[config.mk]
export PLATFORM = sky130hd
export DESIGN_NAME = ex_muldiv_unit
export DESIGN_NICKNAME = d
export VERILOG_FILES = /design/src/rtl/ex_muldiv_unit.sv
export SDC_FILE = /design/constraint.sdc
export NUM_CORES = 1
export LEC_CHECK = 0
export BUFFER_PORTS_ARGS = -buffer_cell sky130_fd_sc_hd__clkbuf_2
export CORE_MARGIN = 2
export CORE_UTILIZATION = 62
export DETAILED_ROUTE_END_ITERATION = 7
export PLACE_DENSITY = 0.85
export SLEW_MARGIN = 20
export SYNTH_ARGS = -nofsm -noshare
export SYNTH_HDL_FRONTEND = slang
export SYNTH_SLANG_ARGS = --single-unit
[constraint.sdc]
create_clock -name clk -period 4.94 [get_ports clk]
set_clock_uncertainty 0.15 [all_clocks]
set_input_delay 0.494 -clock clk [delete_from_list [all_inputs] [get_ports clk]]
set_output_delay 0.494 -clock clk [all_outputs]
set_load 0.05 [all_outputs]
[src/rtl/ex_muldiv_unit.sv]
// rtl/ex_muldiv_unit.sv - iterative multiply/divide unit with architectural HI/LO registers
// One result bit per cycle; shift-add multiply, restoring divide, sign correction in FIN.
module ex_muldiv_unit (
  input  logic        clk,
  input  logic        Reset,
  input  logic        Start,
  input  logic [2:0]  Op,
  input  logic [31:0] A,
  input  logic [31:0] B,
  input  logic        flush,
  output logic        Busy,
  output logic        Done,
  output logic        DivByZero,
  output logic [31:0] HI,
  output logic [31:0] LO
);

  typedef enum logic [1:0] {IDLE, RUN, FIN} state_t;

  localparam logic [2:0] OP_MULT = 3'b000;
  localparam logic [2:0] OP_DIV  = 3'b010;
  localparam logic [2:0] OP_MTHI = 3'b100;
  localparam logic [2:0] OP_MTLO = 3'b101;

  state_t      state_q, state_d;
  logic [5:0]  cnt_q, cnt_d;
  logic [63:0] acc_q, acc_d;
  logic [31:0] mag_b_q, mag_b_d;
  logic [31:0] a_q, a_d;
  logic        is_div_q, is_div_d;
  logic        neg_res_q, neg_res_d;
  logic        neg_rem_q, neg_rem_d;
  logic [31:0] hi_q, hi_d;
  logic [31:0] lo_q, lo_d;
  logic        done_q, done_d;
  logic        dbz_q, dbz_d;

  logic        signed_op;
  logic        a_neg, b_neg;
  logic [31:0] abs_a, abs_b;
  logic [32:0] mul_sum;
  logic [32:0] div_shift;
  logic        div_ge;
  logic [31:0] div_sub;
  logic [63:0] mul_res;
  logic [31:0] quo_res, rem_res;

  assign signed_op = (Op == OP_MULT) || (Op == OP_DIV);
  assign a_neg     = signed_op && A[31];
  assign b_neg     = signed_op && B[31];
  assign abs_a     = a_neg ? (32'd0 - A) : A;
  assign abs_b     = b_neg ? (32'd0 - B) : B;

  // Multiply: acc = {partial product, remaining multiplier bits}, shifted right each cycle.
  assign mul_sum   = {1'b0, acc_q[63:32]} + (acc_q[0] ? {1'b0, mag_b_q} : 33'd0);

  // Divide: acc = {partial remainder, dividend/quotient}, shifted left each cycle.
  assign div_shift = {acc_q[63:32], acc_q[31]};
  assign div_ge    = div_shift >= {1'b0, mag_b_q};
  assign div_sub   = div_shift[31:0] - mag_b_q;

  assign mul_res   = neg_res_q ? (64'd0 - acc_q) : acc_q;
  assign quo_res   = neg_res_q ? (32'd0 - acc_q[31:0]) : acc_q[31:0];
  assign rem_res   = neg_rem_q ? (32'd0 - acc_q[63:32]) : acc_q[63:32];

  always_comb begin
    state_d   = state_q;
    cnt_d     = cnt_q;
    acc_d     = acc_q;
    mag_b_d   = mag_b_q;
    a_d       = a_q;
    is_div_d  = is_div_q;
    neg_res_d = neg_res_q;
    neg_rem_d = neg_rem_q;
    hi_d      = hi_q;
    lo_d      = lo_q;
    done_d    = 1'b0;
    dbz_d     = 1'b0;

    case (state_q)
      IDLE: begin
        if (Start && !flush) begin
          if (!Op[2]) begin
            state_d   = RUN;
            cnt_d     = 6'd0;
            acc_d     = {32'd0, abs_a};
            mag_b_d   = abs_b;
            a_d       = A;
            is_div_d  = Op[1];
            neg_res_d = a_neg ^ b_neg;
            neg_rem_d = a_neg;
          end else if (Op == OP_MTHI) begin
            hi_d = A;
          end else if (Op == OP_MTLO) begin
            lo_d = A;
          end
        end
      end
      RUN: begin
        if (flush) begin
          state_d = IDLE;
        end else begin
          if (is_div_q) begin
            acc_d = div_ge ? {div_sub, acc_q[30:0], 1'b1}
                           : {div_shift[31:0], acc_q[30:0], 1'b0};
          end else begin
            acc_d = {mul_sum, acc_q[31:1]};
          end
          cnt_d = cnt_q + 6'd1;
          if (cnt_q == 6'd31) begin
            state_d = FIN;
          end
        end
      end
      FIN: begin
        state_d = IDLE;
        if (!flush) begin
          done_d = 1'b1;
          if (!is_div_q) begin
            hi_d = mul_res[63:32];
            lo_d = mul_res[31:0];
          end else if (mag_b_q == 32'd0) begin
            hi_d  = a_q;
            lo_d  = 32'hFFFF_FFFF;
            dbz_d = 1'b1;
          end else begin
            hi_d = rem_res;
            lo_d = quo_res;
          end
        end
      end
      default: state_d = IDLE;
    endcase
  end

  always_ff @(posedge clk) begin
    if (Reset) begin
      state_q   <= IDLE;
      cnt_q     <= 6'd0;
      acc_q     <= 64'd0;
      mag_b_q   <= 32'd0;
      a_q       <= 32'd0;
      is_div_q  <= 1'b0;
      neg_res_q <= 1'b0;
      neg_rem_q <= 1'b0;
      hi_q      <= 32'd0;
      lo_q      <= 32'd0;
      done_q    <= 1'b0;
      dbz_q     <= 1'b0;
    end else begin
      state_q   <= state_d;
      cnt_q     <= cnt_d;
      acc_q     <= acc_d;
      mag_b_q   <= mag_b_d;
      a_q       <= a_d;
      is_div_q  <= is_div_d;
      neg_res_q <= neg_res_d;
      neg_rem_q <= neg_rem_d;
      hi_q      <= hi_d;
      lo_q      <= lo_d;
      done_q    <= done_d;
      dbz_q     <= dbz_d;
    end
  end

  assign Busy      = (state_q != IDLE);
  assign Done      = done_q;
  assign DivByZero = dbz_q;
  assign HI        = hi_q;
  assign LO        = lo_q;

endmodule
==> impl_results.md <==
* Status: finished clean
* Internal power at between 0.003 and 0.004 W
* Post-synthesis sequential area ratio at 25.5%
* Clock period minus worst slack at 4040 ps
* Row cnt at 59
* Static leakage at 6.80 nW
* Core ar. at 25800 um2
* Die W at 165 um
* Nets at 2362
* TritonCTS sink count at 205
* Pins Over Slew Limit at 0
* CTS H-tree lvls at 1
* Flop pwr share at 40.0%
* Clock latency at the later pin of the worst-skew pair at 540 ps
* Setup TNS at 0 ps
* Post-synth top area share at 25.5%
* Gr usage total at 38.9%
* Area growth syn-to-layout at 9.25%
* Slew @ Worst Pin at about 1100 ps
* Crit path kind: reg -> reg
* Total of max-cap violations at 0
* Chip height at 165 um
* Vias at 17200
* Initial cell density of the core at 62.6%
* Final Non-Filler Cells at 2573
* Final Cycle Share at 81.9%
* Synth Area in Compound Gates at 27.3%
* First-pass GRT wire length at around 85 mm
* VDD IR-drop max at approximately 0.26 mV
* Syn Std Cell Area at 16100 um2
* # diodes at 0
* P_sw at 0.00137 W
* DR iter-0 viols at 2219
* CTS Buf Count at 24
* Dpl hpwl at 39.0 mm
* Post-synth top area cell: dfxtp_1
* Reg2reg end: HI[12]$_SDFFE_PP0P_
* Cell area after layout at 17600 um2
* Clock transition at the registers of the reported paths at 60 ps
* Largest family of logic cells by synthesized area: compound AO/OA/AOI/OAI gates
* RSZ-0062 raised after global routing: false
* TritonCTS clock tree: yes
* Tot Pwr at 0.00440 W
* Post-CTS sizing at 0
* Post-route ant nets at 0
* Number of enable flip-flop cells after synthesis at 0
* FF-to-FF Start: acc_q[0]$_SDFFE_PP0P_
* Ports at 138
* Syn avg cell area at 7.32 um2
* Most frequent cells in the layout: 273 x nand2_1, 208 x nor2_1, 204 x a21oi_1
* Most common cell after layout, fill and taps aside: nand2_1
* Mux share of post-synthesis cell area at 3.55%
* Die ar. at 27300 um2
* Critical Path RT at just over 5000 ps
* CP endpoint kind: register
* Xor and xnor fraction of the mapped netlist area at 10.9%
* Power per standard cell area at 250 nW/um2
* R2R cell count at 10
* Initial DRT Pass Iterations at 6
* Largest net degree at the start of global routing at 86
* Placed cells at 2529
* Worst Hold Endpoint: is_div_q$_SDFFE_PP0P_
* Yosys reg bits at 205
* I/O Buffers at 137
* CTS Buffer Depth at 3
* Clock Power Share at about two fifths
* R2r setup slk at roughly 900 ps
* Post-synthesis cell count at 2203
* Initial antenna violation count at 0
* Max FO, Critical Path at 12
* Drt via density at 6.68
* CTS hold repair buffers at 0
* Adder-Cell Fraction of Synth Area at 5.60%
* Syn. warnings at 0
* Simple-Gate Fraction of Synth Area at 21.4%
* CTS root buf: clkbuf_16
* Top FF cell, synth: dfxtp_1
* Placement-stage cell area at 16800 um2
* Combinational power share at 18.4%
* Routability congestion estimate at 0.994
* Async set-reset flop share out of synthesis at 0%
* Share of cells above drive strength 1 at a little over a tenth
* Residual DRC at 0
* CP Launch Type: register
* Switching share of power at 31.2%
* Synth top area cells: dfxtp_1 25%, xnor2_1 6.6%, nand2_1 6.4%
* Synth unique cells at 77
* HP Class: in -> reg
* Relative slew slack at 28.7%
* Setup Fix Bufs, Post-CTS at 0
* Routed WL per cell at 21.0 um
* Fill count at 2197
* Hold path startpoint: Op[1]
* Setup violations, final at 0
* Hold Path Depth at 3
* WP data arrival at 4260 ps
* Fmax at ~250 MHz
* GRT overflow at 0
* WL final at 54.1 mm
* Net count after synthesis at 2345
* Final hold vios at 0
* Vias in the first global route at 15800
[power groups by stage]
| stage | logic (W) | clock network, W | registers (W) |
|---|---|---|---|
| 2_1_floorplan | 0.000545 | 0 | 0.00179 |
| 3_3_place_gp | 0.000764 | 0 | 0.00179 |
| 3_5_place_dp | 0.000780 | 0 | 0.00179 |
| 4_1_cts | 0.000785 | 0.00183 | 0.00176 |
| 5_1_grt | 0.000868 | 0.00190 | 0.00176 |
| 6_report | 0.000809 | 0.00183 | 0.00176 |
[through the flow]
step	worst slack, ps	hold slack [ps]	util, %
5_1_grt	649	65.7	68.4
4_1_cts	988	60.3	68.4
6_report	896	64.4	68.4
3_3_place_gp	1050	288	65.3
3_5_place_dp	1020	292	65.3
2_1_floorplan	1430	283	-
[logic make-up after synthesis]
logic type,after synthesis
flip-flops,205
AND/OR/NAND/NOR,746
buffers and inverters,238
multiplexers,57
AO/OA/AOI/OAI,686
XOR/XNOR,200
adder cells (fa/ha/maj),71
[cell usage after synthesis (30+ instances only)]
master,instances
nand2_1,273
nor2_1,213
dfxtp_1,205
a21oi_1,204
clkbuf_1,159
o21ai_0,149
xnor2_1,122
xor2_1,78
ha_1,69
a211oi_1,67
inv_1,58
mux2i_1,56
o211ai_1,48
nor3_1,46
nand3_1,43
o31ai_1,30
[sequential cells by signal (all words and copies together), names as in the netlist, 2 cells and up]
register	count
state_q	2
a_q	32
HI	32
LO	32
mag_b_q	32
acc_q	64
cnt_q	6
[layout make-up]
| type | instances | area [um2] | area share [%] |
|---|---|---|---|
| multi-input cells | 1760 | 11100 | 63.2 |
| flip-flops and latches | 205 | 4110 | 23.3 |
| repair buffers | 171 | 943 | 5.36 |
| clock buffers | 34 | 668 | 3.79 |
| well taps | 335 | 419 | 2.38 |
| inverters | 58 | 218 | 1.24 |
| clock inverters | 10 | 129 | 0.732 |
[worst max-delay path by stage]
| stage | start | end | slack [ps] | depth (start not counted) |
|---|---|---|---|---|
| 6_report | acc_q[0]$_SDFFE_PP0P_ | HI[12]$_SDFFE_PP0P_ | 900 | 10 |
| 5_1_grt | acc_q[0]$_SDFFE_PP0P_ | acc_q[63]$_SDFFE_PP0P_ | 650 | 13 |
| 4_1_cts | acc_q[0]$_SDFFE_PP0P_ | acc_q[63]$_SDFFE_PP0P_ | 990 | 13 |
| 3_5_place_dp | acc_q[33]$_SDFFE_PP0P_ | HI[18]$_SDFFE_PP0P_ | 1020 | 11 |
| 3_3_place_gp | acc_q[33]$_SDFFE_PP0P_ | HI[18]$_SDFFE_PP0P_ | 1050 | 11 |
| 2_1_floorplan | acc_q[0]$_SDFFE_PP0P_ | acc_q[63]$_SDFFE_PP0P_ | 1430 | 13 |
[critical path: stages (launching register included)]
cell,delay (ps)
dfxtp_1,350
inv_1,320
ha_1,260
nand2b_1,130
nor3_2,390
nand4_1,420
or2_1,560
o41ai_2,380
xnor2_1,100
a2111oi_0,670
nor4_1,130
[layer usage]
metal | vias to the layer above | share of wire [%] | track usage, %
li1 | 7973 | - | -
met1 | 7926 | 39 | 50.2
met2 | 1079 | 45 | 63.0
met3 | 220 | 11 | 5.94
met4 | 0 | 6.0 | 19.8
met5 | - | 0 | 0
Note: power is estimated with default switching activity, not from simulation.
